[src/rtl/screen_vram_arbiter.sv]
// screen_vram_arbiter: shares the screen VRAM port between the CPU
// memory-mapped path and a linear fill engine (clear-screen, band fills).
module screen_vram_arbiter #(
  parameter int ADDR_W = 13,
  parameter int DATA_W = 16
) (
  input  logic              clk,
  input  logic              reset,
  input  logic              cpu_req,
  input  logic              cpu_we,
  input  logic [ADDR_W-1:0] cpu_addr,
  input  logic [DATA_W-1:0] cpu_wdata,
  output logic              cpu_ack,
  output logic [DATA_W-1:0] cpu_rdata,
  output logic              cpu_rvalid,
  input  logic              fill_start,
  input  logic [ADDR_W-1:0] fill_base,
  input  logic [ADDR_W:0]   fill_len,
  input  logic [DATA_W-1:0] fill_value,
  output logic              fill_busy,
  output logic              fill_done,
  output logic [DATA_W-1:0] scr_in,
  output logic              scr_load,
  output logic [ADDR_W-1:0] scr_address,
  input  logic [DATA_W-1:0] scr_out
);

  typedef enum logic {
    IDLE,
    FILL
  } state_e;

  localparam logic [ADDR_W-1:0] PTR_ONE = {{(ADDR_W-1){1'b0}}, 1'b1};
  localparam logic [ADDR_W:0]   REM_ONE = {{ADDR_W{1'b0}}, 1'b1};

  state_e            state_q, state_d;
  logic [ADDR_W-1:0] ptr_q, ptr_d;
  logic [ADDR_W:0]   rem_q, rem_d;
  logic [DATA_W-1:0] val_q, val_d;
  logic [1:0]        rd_tag_q, rd_tag_d;

  logic              cpu_ack_q, cpu_ack_d;
  logic [DATA_W-1:0] cpu_rdata_q, cpu_rdata_d;
  logic              cpu_rvalid_q, cpu_rvalid_d;
  logic              fill_busy_q, fill_busy_d;
  logic              fill_done_q, fill_done_d;
  logic [DATA_W-1:0] scr_in_q, scr_in_d;
  logic              scr_load_q, scr_load_d;
  logic [ADDR_W-1:0] scr_address_q, scr_address_d;

  logic              cpu_gnt;
  logic              fill_gnt;

  // A CPU grant is refused while its previous ack is still showing,
  // which is what lets the fill engine interleave under CPU saturation.
  always_comb begin
    cpu_gnt  = cpu_req && !cpu_ack_q;
    fill_gnt = !cpu_gnt && (state_q == FILL);
  end

  always_comb begin
    state_d       = state_q;
    ptr_d         = ptr_q;
    rem_d         = rem_q;
    val_d         = val_q;
    cpu_ack_d     = 1'b0;
    fill_done_d   = 1'b0;
    scr_load_d    = 1'b0;
    scr_in_d      = scr_in_q;
    scr_address_d = scr_address_q;

    rd_tag_d      = {rd_tag_q[0], cpu_gnt && !cpu_we};
    cpu_rvalid_d  = rd_tag_q[1];
    cpu_rdata_d   = rd_tag_q[1] ? scr_out : cpu_rdata_q;

    unique case (1'b1)
      cpu_gnt: begin
        scr_address_d = cpu_addr;
        scr_load_d    = cpu_we;
        scr_in_d      = cpu_wdata;
        cpu_ack_d     = 1'b1;
      end
      fill_gnt: begin
        scr_address_d = ptr_q;
        scr_load_d    = 1'b1;
        scr_in_d      = val_q;
      end
      default: ;
    endcase

    if (state_q == IDLE) begin
      if (fill_start) begin
        if (fill_len != '0) begin
          state_d = FILL;
          ptr_d   = fill_base;
          rem_d   = fill_len;
          val_d   = fill_value;
        end else begin
          fill_done_d = 1'b1;
        end
      end
    end else if (fill_gnt) begin
      ptr_d = ptr_q + PTR_ONE;
      rem_d = rem_q - REM_ONE;
      if (rem_q == REM_ONE) begin
        state_d     = IDLE;
        fill_done_d = 1'b1;
      end
    end

    fill_busy_d = (state_d == FILL);
  end

  always_ff @(posedge clk or posedge reset) begin
    if (reset) begin
      state_q       <= IDLE;
      ptr_q         <= '0;
      rem_q         <= '0;
      val_q         <= '0;
      rd_tag_q      <= '0;
      cpu_ack_q     <= 1'b0;
      cpu_rdata_q   <= '0;
      cpu_rvalid_q  <= 1'b0;
      fill_busy_q   <= 1'b0;
      fill_done_q   <= 1'b0;
      scr_in_q      <= '0;
      scr_load_q    <= 1'b0;
      scr_address_q <= '0;
    end else begin
      state_q       <= state_d;
      ptr_q         <= ptr_d;
      rem_q         <= rem_d;
      val_q         <= val_d;
      rd_tag_q      <= rd_tag_d;
      cpu_ack_q     <= cpu_ack_d;
      cpu_rdata_q   <= cpu_rdata_d;
      cpu_rvalid_q  <= cpu_rvalid_d;
      fill_busy_q   <= fill_busy_d;
      fill_done_q   <= fill_done_d;
      scr_in_q      <= scr_in_d;
      scr_load_q    <= scr_load_d;
      scr_address_q <= scr_address_d;
    end
  end

  assign cpu_ack     = cpu_ack_q;
  assign cpu_rdata   = cpu_rdata_q;
  assign cpu_rvalid  = cpu_rvalid_q;
  assign fill_busy   = fill_busy_q;
  assign fill_done   = fill_done_q;
  assign scr_in      = scr_in_q;
  assign scr_load    = scr_load_q;
  assign scr_address = scr_address_q;

endmodule

[config.mk]
export PLATFORM = sky130hd
export DESIGN_NAME = screen_vram_arbiter
export DESIGN_NICKNAME = d
export VERILOG_FILES = /design/src/rtl/screen_vram_arbiter.sv
export SDC_FILE = /design/constraint.sdc
export NUM_CORES = 1
export LEC_CHECK = 0
export ABC_AREA = 1
export BUFFER_PORTS_ARGS = -buffer_cell sky130_fd_sc_hd__buf_2
export CORE_UTILIZATION = 35
export CTS_BUF_LIST = sky130_fd_sc_hd__clkbuf_8
export CTS_CLUSTER_DIAMETER = 150
export CTS_CLUSTER_SIZE = 25
export DETAILED_ROUTE_END_ITERATION = 8
export SYNTH_ARGS = -nofsm -noshare
export SYNTH_HDL_FRONTEND = slang
export SYNTH_SLANG_ARGS = --single-unit
[constraint.sdc]
create_clock -name clk -period 7 [get_ports clk]
set_input_delay 2.1 -clock clk [delete_from_list [all_inputs] [get_ports clk]]
set_output_delay 2.1 -clock clk [all_outputs]
set_load 0.01 [all_outputs]
After elaboration in Yosys (flattened, before gate mapping)
Cells that the tools add are included.
- flip-flop bits (word level): 95
- bits of input ports: 93
- output and inout port bits: 50
- logic and storage cells: 51
- add/sub/neg operators: 2
- equality and inequality tests: 2
- mux-type cells: 22
- bitwise gates (word level): 1
- reduce and logical (&&, ||, !) cells: 12
- operators by type and width (kind ; count):
    2-to-1 mux 14 bit ; 4
    2-to-1 mux 13 bit ; 4
    case mux 16 bit (2 select lines) ; 1
    case mux 13 bit (2 select lines) ; 1
    equality test 14 x 1 -> 1 bit, second input constant ; 1
    nonzero test 14 bit ; 1
    subtractor 14 x 1 -> 14 bit, second input constant ; 1
    adder 13 x 1 -> 13 bit, second input constant ; 1
    2-to-1 mux 1 bit ; 11
    AND reduction 3 bit ; 2
    nonzero test 2 bit ; 3
    logical AND 1 bit ; 3
    logical NOT 1 bit ; 3
    != test 2 x 1 -> 1 bit, second input constant ; 1
    case mux 1 bit (2 select lines) ; 1
    NOT 1 bit ; 1

Longest topological paths before layout
- word-level depth: 6
- gate-level depth with buffers: 10
- mapped depth without buffers: 10

Least setup slack after synthesis
Ideal clock, no wire load.
- path kind: input to register
- start: in fill_len[2]
- end: reg ptr_q[3]
- library setup time: 0.121 ns
- arrival time: 2.905 ns
- data required time: 6.879 ns
- slack: 3.975 ns
- stages: 9
- path buffers: 1
- path through: nor2_1 -> nand2_1 -> nor2_2 -> nand2_4 -> nand2_8 -> nand2_8 -> buf_6 -> nand2_1 -> o21ai_2
- longest elaborated chain between the ends: 3
- RTL lines (what ; line ; text):
    start, declared ; 18 ; input logic [ADDR_W:0] fill_len,
    nonzero test 14 bit ; 93 ; if (fill_len != '0) begin
    nonzero test 2 bit (no line) ; -- ;
    AND reduction 3 bit (no line) ; -- ;
    end signal, assigned ; 131 ; ptr_q <= ptr_d;
    end, declared ; 37 ; logic [ADDR_W-1:0] ptr_q, ptr_d;
Every way passes these cells.
A chain may end at the register's enable or synchronous reset.

Worst setup path in the final report
- start: in cpu_req
- end: reg ptr_q[4]
- longest elaborated chain between the ends: 5
- RTL lines (what ; line ; text):
    start, declared ; 9 ; input logic cpu_req,
    logical AND 1 bit ; 57 ; cpu_gnt = cpu_req && !cpu_ack_q;
    logical NOT 1 bit ; 58 ; fill_gnt = !cpu_gnt && (state_q == FILL);
    logical AND 1 bit ; 58 ;
    != test 2 x 1 -> 1 bit (no line) ; -- ;
    AND reduction 3 bit (no line) ; -- ;
Every way passes these cells.

==> flow_summary_export.csv <==
group,metric,value,unit
power_and_ir_drop,ir_worst_vdd,0.123,mV
clocking,clkLatencyLatePin,360,ps
critical_path,arrival,4210,ps
detailed_routing,firstDrtPassIters,4,
layout,stdcell_area,5840,um^2
layout,syn2layout_area_growth,20.3,%
power_and_ir_drop,leakage,0.00307,uW
synth,syn_nets,697,
power_and_ir_drop,seqPwrFrac,0.410,
grt,grt_pass1_wl,20400,um
critical_path,path_depth,8,
detailed_routing,viasPerCell,4.82,
critical_path,critPathTopFamily,"simple AND/OR/NAND/NOR gates",
clocking,clock_sinks,95,
synth,synth_edf_count,0,
critical_path,slowest_stage,"nor2_4",
critical_path,worst_r2r_path_depth,7,
power_and_ir_drop,clkPwrFrac,0.167,
critical_path,slowest_delay,550,ps
floorplan,die_h,120,um
layout,drive_gt1_frac,0.294,
power_and_ir_drop,p_sw_frac,0.424,
critical_path,crit_path_start_kind,"primary input",
run_status,status,"complete, no violations",
synth,ys_dominant_reg_cell,"dfrtp_1",
place,routabilityCongestion,0.850,
clocking,cts_hold_buf,0,
floorplan,start_util,0.362,
power_and_ir_drop,power.net_switching,934,uW
synth,synth-async-reset-ratio,1.00,
timing,holdWs,356,ps
synth,ys_types,27,
clocking,cts.repair.resized,0,
clocking,htree_levels,3,
synth,seq_area_frac_synth,0.490,
clocking,root_buffer,"clkbuf_8",
place,dpl.hpwl,8850,um
worst_hold_path,hold_path.class,"reg2reg",
detailed_routing,drt_wl_total,12100,um
clocking,clockBufferDepth,2,
timing,setup_violations,0,
grt,grt_overflow,0,
synth,synth_seq_cells,95,
critical_path,critical_path_buf_inv_count,3,
clocking,clkTransAtPathRegs,80,ps
floorplan,coreArea,13400,um^2
detailed_routing,vias,4373,
grt,grt_antenna_before_repair,1,
synth,syn_inst,601,
power_and_ir_drop,p_int,1270,uW
power_and_ir_drop,p_comb_frac,0.423,
timing,final.setup.tns,0,ps
synth,synth.avg_cell_area,8.07,um^2
critical_path,path_class,"in2reg",
detailed_routing,wl_per_cell,13.3,um
clocking,post_cts.repair.setup_buffers,0,
power_and_ir_drop,p_per_area,377,nW/um^2
timing,finalCritPeriodShare,0.568,
timing,fmaxAchievable,252,MHz
layout,diodes,0,
critical_path,worst_ep_required_time,7240,ps
floorplan,die-area,14300,um^2
timing,rsz0062_at_grt,"false",
detailed_routing,postRouteAntennaNets,0,
timing,hold_viol_final,0,
grt,grt_pass1_vias,4310,
critical_path,cp_cell_sequence,"buf_2 -> inv_1 -> nor2_4 -> nor2_2 -> inv_2 -> nand2_8 -> nand2_1 -> o21ai_2",
power_and_ir_drop,finalPower,2200,uW
layout,fillers,1396,
timing,final.min_clock_period,3970,ps
grt,grt_usage,0.179,
timing,worst_pin_slew,934,ps
timing,slew_headroom,0.377,
floorplan,die_w,120,um
place,place_area,5640,um^2
floorplan,rows,42,
clocking,cts_tree,"built",
layout,fin_nets,824,
detailed_routing,drt_iter0_drc,264,
detailed_routing,drc,0,
grt,grt_max_degree,62,
synth,ys_warn_count,0,
critical_path,endpoint_kind,"flop",
job,cap_violations,0,
floorplan,io_pins,143,
clocking,cts_made_buffers,9,
synth,synthesis.area,4850,um^2
timing,slew_viol_final,0,
timing,finClkSkew,12.2,ps
place,io_buffers,142,
worst_hold_path,hold_depth,0,
critical_path,crit_fanout,36,
[cell type report]
type,instances,area [um^2],area share
well taps,176,220,0.0377
clock inverters,5,58.8,0.0101
repair buffers,144,726,0.124
inverters,39,149,0.0255
multi-input cells,439,2170,0.371
clock buffers,10,138,0.0236
flip-flops and latches,95,2380,0.407
[kinds of logic (layout without fill, tap and decap cells)]
logic type,count (synthesis),after routing,share of synthesized area
buf+inv,67,198,0.0629
xor+xnor,2,2,0.00361
compound gates,30,30,0.0431
flops,95,95,0.490
mux,16,16,0.0371
simple gates,388,388,0.355
fa+ha+maj,3,3,0.00774
[cell usage in the layout (no fill, tap or decap)]
master / instances
o31ai_1: 1
inv_2: 3
inv_6: 1
ha_1: 3
clkinvlp_4: 1
nor3_1: 1
nand4_1: 4
dfrtp_1: 95
o211ai_1: 9
nand2_8: 2
o21ai_2: 9
inv_4: 1
nand2_1: 229
buf_2: 142
clkbuf_8: 10
mux2_2: 16
nand3_2: 8
buf_4: 2
nand3b_1: 1
nor2_1: 33
clkinv_4: 1
o21ai_0: 11
inv_1: 36
nor2_2: 4
xor2_1: 2
nor2_4: 1
or2_2: 12
nand2_4: 1
bufinv_16: 1
nand3_1: 92
[power groups by stage]
| stage | clock network [uW] | logic [uW] | registers (uW) |
|---|---|---|---|
| final | 368 | 932 | 903 |
| after CTS | 378 | 945 | 904 |
| after global placement | 0 | 920 | 902 |
| after detailed placement | 0 | 943 | 913 |
| after floorplan | 0 | 672 | 918 |
| after global routing | 398 | 1070 | 932 |
[Yosys cell counts (all sizes together), types with 2 or more instances]
cell type	n	area (um^2)
or2	12	75.1
ha	3	37.5
nor2	38	160
inv	39	146
o211ai	9	67.6
nand2	232	911
mux2	16	180
clkbuf	6	22.5
dfrtp	95	2380
o21ai	20	134
nand4	4	25.0
nand3	100	541
buf	22	136
xor2	2	17.5
[path summary, 6_finish.rpt]
check                                 start           to  slack, ps
worst min-delay path            rd_tag_q[0]  rd_tag_q[1]        360
worst max-delay path                cpu_req     ptr_q[4]       3030
worst max register to register    fill_busy     ptr_q[4]       4150
min in group asynchronous             reset     rem_q[3]       1750
max in group asynchronous             reset   scr_in[12]       4150
worst min register to register  rd_tag_q[0]  rd_tag_q[1]        360
[metal layers]
| metal | track usage | part of all wire | vias to the layer above |
|---|---|---|---|
| met4 | 0.0477 | 0.010 | 2 |
| met2 | 0.292 | 0.46 | 131 |
| met5 | 0 | 0.00083 | - |
| met3 | 0.0404 | 0.062 | 15 |
| li1 | - | - | 2183 |
| met1 | 0.240 | 0.47 | 2042 |
[state kept, by name (all words and copies together), names as in the netlist]
register     count
cpu_rvalid       1
rem_q           14
cpu_rdata       16
scr_in          16
scr_address     13
ptr_q           13
fill_done        1
val_q           16
fill_busy        1
rd_tag_q         2
scr_load         1
cpu_ack          1
[through the flow]
stage	util	instances	setup WS, ps
final	0.436	908	3030
after floorplan	-	601	2420
after detailed placement	0.421	893	2620
after CTS	0.436	908	3020
after global routing	0.436	908	2800
after global placement	0.421	893	2680
(Power assumes the default switching activity.)
